[src/rtl/rr_pkt_arb.sv]
// rtl/rr_pkt_arb.sv - round-robin packet arbiter for one NoC router output port
// Holds a grant for a whole packet; re-arbitrates on the release edge so packets run back to back.
module rr_pkt_arb #(
   parameter int N_PORTS   = 5,
   parameter int IDX_W     = 3,
   parameter int PKT_FLITS = 5,
   parameter bit TAIL_MODE = 1'b0
) (
   input  logic               clk,
   input  logic               rst,
   input  logic [N_PORTS-1:0] req_i,
   input  logic [N_PORTS-1:0] mask_i,
   input  logic               flit_valid_i,
   input  logic               tail_i,
   output logic               grant_vld_o,
   output logic [IDX_W-1:0]   grant_idx_o,
   output logic [N_PORTS-1:0] grant_oh_o
);

   localparam int               CNT_W    = $clog2(PKT_FLITS) + 1;
   localparam logic [CNT_W-1:0] CNT_LAST = CNT_W'(PKT_FLITS - 1);
   localparam logic [IDX_W-1:0] IDX_NONE = '1;
   localparam logic [IDX_W-1:0] IDX_TOP  = IDX_W'(N_PORTS - 1);

   typedef enum logic {IDLE, HOLD} state_t;

   state_t             state_q, state_d;
   logic [IDX_W-1:0]   last_q, last_d;
   logic [IDX_W-1:0]   idx_q, idx_d;
   logic [N_PORTS-1:0] oh_q, oh_d;
   logic               vld_q, vld_d;
   logic [CNT_W-1:0]   cnt_q, cnt_d;

   logic [N_PORTS-1:0] elig;
   logic               pick_vld;
   logic [IDX_W-1:0]   pick_idx;
   logic               release_pkt;
   logic               arb;

   assign elig = req_i & ~mask_i;

   // Ports above the last winner take precedence over the wrapped ones; lowest index wins within each group.
   always_comb begin
      pick_vld = 1'b0;
      pick_idx = '0;
      for (int j = N_PORTS - 1; j >= 0; j--) begin
         if (elig[j] && (IDX_W'(j) <= last_q)) begin
            pick_vld = 1'b1;
            pick_idx = IDX_W'(j);
         end
      end
      for (int j = N_PORTS - 1; j >= 0; j--) begin
         if (elig[j] && (IDX_W'(j) > last_q)) begin
            pick_vld = 1'b1;
            pick_idx = IDX_W'(j);
         end
      end
   end

   always_comb begin
      if (TAIL_MODE)
         release_pkt = flit_valid_i && tail_i;
      else
         release_pkt = flit_valid_i && (cnt_q == CNT_LAST);
   end

   always_comb begin
      state_d = state_q;
      last_d  = last_q;
      idx_d   = idx_q;
      oh_d    = oh_q;
      vld_d   = vld_q;
      cnt_d   = cnt_q;
      arb     = 1'b0;
      case (state_q)
         IDLE: arb = 1'b1;
         HOLD: begin
            if (release_pkt)
               arb = 1'b1;
            else if (flit_valid_i && (cnt_q != CNT_LAST))
               cnt_d = cnt_q + 1'b1;
         end
         default: state_d = IDLE;
      endcase
      if (arb) begin
         cnt_d = '0;
         if (pick_vld) begin
            state_d = HOLD;
            last_d  = pick_idx;
            idx_d   = pick_idx;
            oh_d    = N_PORTS'(1) << pick_idx;
            vld_d   = 1'b1;
         end else begin
            state_d = IDLE;
            idx_d   = IDX_NONE;
            oh_d    = '0;
            vld_d   = 1'b0;
         end
      end
   end

   always_ff @(posedge clk or posedge rst) begin
      if (rst) begin
         state_q <= IDLE;
         last_q  <= IDX_TOP;
         idx_q   <= IDX_NONE;
         oh_q    <= '0;
         vld_q   <= 1'b0;
         cnt_q   <= '0;
      end else begin
         state_q <= state_d;
         last_q  <= last_d;
         idx_q   <= idx_d;
         oh_q    <= oh_d;
         vld_q   <= vld_d;
         cnt_q   <= cnt_d;
      end
   end

   assign grant_vld_o = vld_q;
   assign grant_idx_o = idx_q;
   assign grant_oh_o  = oh_q;

endmodule
[config.mk]
export PLATFORM = sky130hd
export DESIGN_NAME = rr_pkt_arb
export DESIGN_NICKNAME = d
export VERILOG_FILES = /design/src/rtl/rr_pkt_arb.sv
export SDC_FILE = /design/constraint.sdc
export NUM_CORES = 1
export LEC_CHECK = 0
export BUFFER_PORTS_ARGS = -buffer_cell sky130_fd_sc_hd__buf_2
export CAP_MARGIN = 20
export CORE_ASPECT_RATIO = 0.6
export CORE_UTILIZATION = 35
export CTS_CLUSTER_DIAMETER = 50
export DETAILED_ROUTE_END_ITERATION = 8
export MAX_ROUTING_LAYER = met4
export PLACE_DENSITY = 0.63
export SYNTH_ARGS = -nofsm -noshare
export SYNTH_HDL_FRONTEND = slang
export SYNTH_SLANG_ARGS = --single-unit
[constraint.sdc]
create_clock -name clk -period 2 [get_ports clk]
set_input_delay 0.4 -clock clk [delete_from_list [all_inputs] [get_ports clk]]
set_output_delay 0.4 -clock clk [all_outputs]
set_load 0.01 [all_outputs]
Word level (Yosys, flattened, before mapping). Cells that the tools add are included.

Add/subtract/negate cells: 1. Order comparisons: 10. Equal/unequal tests: 3. Shift-type cells: 1. Mux-type cells: 29. Bitwise gates (word level): 3. Reductions and logical operators: 16.

Operator list (count): two-way mux 3 bit (11); two-way mux 4 bit (4); logical AND 1 bit (12); two-way mux 1 bit (12); > comparator 1 x 3 -> 1 bit, first input constant (2); > comparator 2 x 3 -> 1 bit, first input constant (2); less-or-equal comparator 1 x 3 -> 1 bit, first input constant (2); less-or-equal comparator 2 x 3 -> 1 bit, first input constant (2); bitwise AND 5 bit (1); two-way mux 5 bit (1); inverter 5 bit (1); left shift 1 x 3 -> 5 bit, first input constant (1); adder 4 x 1 -> 4 bit, second input constant (1); == test 4 x 3 -> 1 bit, second input constant (1); != test 4 x 3 -> 1 bit, second input constant (1); nonzero test 2 bit (2); > comparator 3 bit, first input constant (1); less-or-equal comparator 3 bit, first input constant (1); AND reduction 3 bit (1); != test 2 x 1 -> 1 bit, second input constant (1); case mux 1 bit (2 select lines) (1); AND reduction 2 bit (1); inverter 1 bit (1).

Bits in registers: 16. Bits of input ports: 14. Output and inout port bits: 9. Logic and storage cells: 68.

Depth between registers and ports, before layout.
Word-level depth: 15. Mapped depth: 7. Depth with buffers taken out: 6.

Worst setup path before layout. Ideal clock, no wire load.

Path kind: register to register. From: reg last_q[2]. To: reg oh_q[0], in the netlist grant_oh_o[0]. Library setup time: 0.104 ns. Arrival: 1.834 ns. Data required time: 1.896 ns. Setup slack: 0.063 ns. Cell stages (with the launch flop): 8. Buffers on the path: 2. Clock period less this slack: 1.937 ns. Path through: dfstp_2 buf_6 or3b_1 buf_6 a21oi_2 o32ai_1 a221o_1 o41ai_2.

Word-level cells in the longest chain between the ends: 14. Elaborated cells between the ends (all ways): 42. Those cells by class: order compare (10); shift (1); mux (21); reduce/logical (10).

Ends and longest elaborated chain: start, declared (line 28) `logic [IDX_W-1:0] last_q, last_d;`; start signal, assigned (line 112) `last_q <= last_d;`; less-or-equal comparator 3 bit (line 47) `if (elig[j] && (IDX_W'(j) <= last_q)) begin`; logical AND 1 bit (line 47); two-way mux 3 bit (5 in series) (line 47); two-way mux 3 bit (5 in series) (line 53) `if (elig[j] && (IDX_W'(j) > last_q)) begin`; left shift 1 x 3 -> 5 bit (line 91) `oh_d = N_PORTS'(1) << pick_idx;`; two-way mux 5 bit (*) (line 87) `if (pick_vld) begin`; end signal, assigned (line 114) `oh_q <= oh_d;`; end, declared (line 30) `logic [N_PORTS-1:0] oh_q, oh_d;`.

Every way passes the cells marked *; elsewhere a longest branch is shown, timed or not. A chain may end at the register's enable or synchronous reset.

Worst setup path after layout.
From: reg last_q[0]. To: reg oh_q[3], in the netlist grant_oh_o[3].

Same word-level chain as after synthesis.

==> impl_metrics.toml <==
[place]
gp_congestion = 0.817
place_area_um2 = 1140
io_buffers = 21
dp_hpwl_mm = 1.78

[worst_setup_path]
worstPathCellList = "or3b_4 > a211o_1 > a22o_1 > a2111oi_4 > a32o_1"
critical_path_buf_inv_count = 0
crit_path_end_kind = "flip-flop"
critPathMaxFanout = 3
crit_path_start_kind = "flip-flop"
r2r_cells = 5
worst_ep_required_time_ps = 2190
r2r_start = "last_q[0]"
r2r_end = "grant_oh_o[3]"
r2r_slack_ps = 40
crit_path_top_delay_cell = "a2111oi_4"
arrival_ps = 2150
crit_family = "compound AO/OA/AOI/OAI gates"
critical_path.max_stage_delay_ps = 420
critPathKind = "flip-flop to flip-flop"

[timing]
setup_viol = 0
max_slew_margin_pct = 58.8
period_minus_slack_ps = 1960
worst_hold_slack_ps = 214
max_freq_mhz = 510
fin_skew_ps = 4.29
drv_slew = 0
fin_crit_sh_pct = 98.0
worstMarginPinSlew_ps = 617
hold_violations = 0
rsz0062_at_grt = "true"

[floorplan]
io_pins = 23
core_area_um2 = 2520
dieHeight_um = 42.2
initial_utilization_pct = 37.4
dieWidth_um = 69.0
row_count = 14
dieArea_um2 = 2910

[pwr]
p_comb_share_pct = 45.1
p_total_w = 0.00157
netSwitchingPower_w = 0.000568
peakVddDrop_mv = 0.500
p_leak_nw = 0.579
clkPwrFrac_pct = 18.3
swShare_pct = 36.3
p_seq_share_pct = 36.5
power_density_nw_per_um2 = 1290
internal_power_w = 0.000997

[flow_run]
drv_cap = 0

[synthesis]
synth.top_cell.area_share_pct = 31.9
syn_area_um2 = 942
yosys.cell_types.count = 37
synthFlopType = "dfrtp_1"
synth_fp_nets = 111
ys_ff_latch = 16
synthArstFlopShare_pct = 100
ys_warn_count = 0
synthCells = 95
ys_seq_area_share_pct = 43.0
netlist_top_cells_area = "dfrtp_1 32%, dfstp_2 11%, nand2_1 4.0%"
synth_area_leader_cell = "dfrtp_1"
avgSynthCellArea_um2 = 9.92
synth-edff-count = 0

[cts]
h-tree-depth = 1
clk_path_buf_depth = 2
numCtsBuffers = 3
cts.sinks = 16
cts_hold_buf = 0
cts_tree = "yes"
path_clk_slew_ps = 70
insertion_delay_ps = 250
root_buffer = "clkbuf_8"

[routing]
first_iter_violations = 18
drc = 0
viasPerCell = 5.41
final_antenna_net_count = 0
wirelength_mm = 2.28
vias = 866
firstDrtPassIters = 4
routedWlPerCell_um = 14.2

[grt]
globalRouteMet1Util_pct = 26.8
grt_use_met2_pct = 27.6
track_usage_pct = 19.2
grt_max_degree = 17
grt_first_pass_wirelength_mm = 3.93
antenna_found_initial = 0
overflow = 0
grt_use_met3_pct = 6.52
grt_pass1_vias = 862
top_usage_layer = "met2"

[layout]
nets = 145
synthToLayoutAreaGrowth_pct = 29.2
final_common_cell = "buf_2"
fin_util_pct = 48.3
drive_gt1_share_pct = 39.1
final_cell_area_um2 = 1220
final_cell_mix = "21 x buf_2, 13 x buf_4, 12 x dfrtp_1"
insertedDiodeCount = 0

[run_status]
status = "finished clean"

[min_path]
hold_path_class = "input pin to asynchronous set/reset pin"
[state kept, by name, indices dropped and copies added, names as in the netlist]
| signal | cells |
|---|---|
| grant_oh_o | 5 |
| cnt_q | 4 |
| grant_idx_o | 3 |
| last_q | 3 |
| grant_vld_o | 1 |
[timing repair]
item	in CTS	in global routing
pin swaps	3	6
endpoints found under the hold margin	0	0
setup endpoints to repair	3	2
gates resized for setup	1	2
buffers inserted	0	1
[cell families (layout without fill, tap and decap cells)]
| kind of cell | count (synthesis) | after routing | share of synthesized area, % |
|---|---|---|---|
| compound gates | 26 | 26 | 23.2 |
| flops | 16 | 16 | 43.0 |
| simple gates | 37 | 37 | 21.4 |
| xor+xnor | 2 | 2 | 1.86 |
| buf+inv | 10 | 43 | 5.58 |
| fa+ha+maj | 2 | 2 | 2.66 |
| mux | 2 | 2 | 2.26 |
[how the worst max path moves through the flow]
stage	from	endpoint	slack, ps	cells after the start
after floorplan	last_q[2]	grant_oh_o[0]	60	7
after global placement	mask_i[3]	grant_oh_o[3]	-80	6
after detailed placement	mask_i[3]	grant_oh_o[3]	-140	6
after CTS	last_q[0]	grant_oh_o[3]	10	5
after global routing	last_q[0]	grant_oh_o[3]	-60	5
final	last_q[0]	grant_oh_o[3]	40	5
[metal layers]
layer  share of wire, %  routed length [um]  vias to the layer above
met5                  0                   0                        -
li1                   -                   -                      415
met4                  0                   0                        0
met2                 45                1020                       17
met1                 52                1180                      434
met3                3.2                  73                        0
[area by class of cell]
| type | instances | area (um2) |
|---|---|---|
| clock buffer | 4 | 55.1 |
| fill | 260 | 1310 |
| inverter | 5 | 18.8 |
| multi-input combinational | 69 | 495 |
| sequential | 16 | 405 |
| tap | 32 | 40.0 |
| timing repair buffer | 34 | 203 |
[power by group through the flow]
stage               logic, W  registers [W]  clock network (W)
finish              0.000707       0.000572           0.000287
global route        0.000784       0.000590           0.000314
CTS                 0.000696       0.000574           0.000293
detailed placement  0.000689       0.000578                  0
global placement    0.000668       0.000569                  0
floorplan           0.000417       0.000601                  0
[metrics by stage]
stage	std cells	TNS, ps	worst slack (ps)
6_report	160	0	39.5
5_1_grt	160	-104	-64.2
4_1_cts	159	0	10.0
3_5_place_dp	155	-286	-145
3_3_place_gp	155	-154	-77.4
2_1_floorplan	95	0	62.8
[cells in the mapped netlist (all sizes together), types with 3 or more instances]
cell type	instances
inv	5
nand2	10
nand2b	6
a21oi	6
nand3	3
dfrtp	12
clkbuf	3
dfstp	4
nor2	8
[worst register-to-register path: cells and delay by family (launching register included)]
| kind | cells | cell delay [ps] |
|---|---|---|
| flops | 1 | 380 |
| compound gates | 4 | 1140 |
| simple gates | 1 | 380 |
Power figures use the tool's default switching activity.
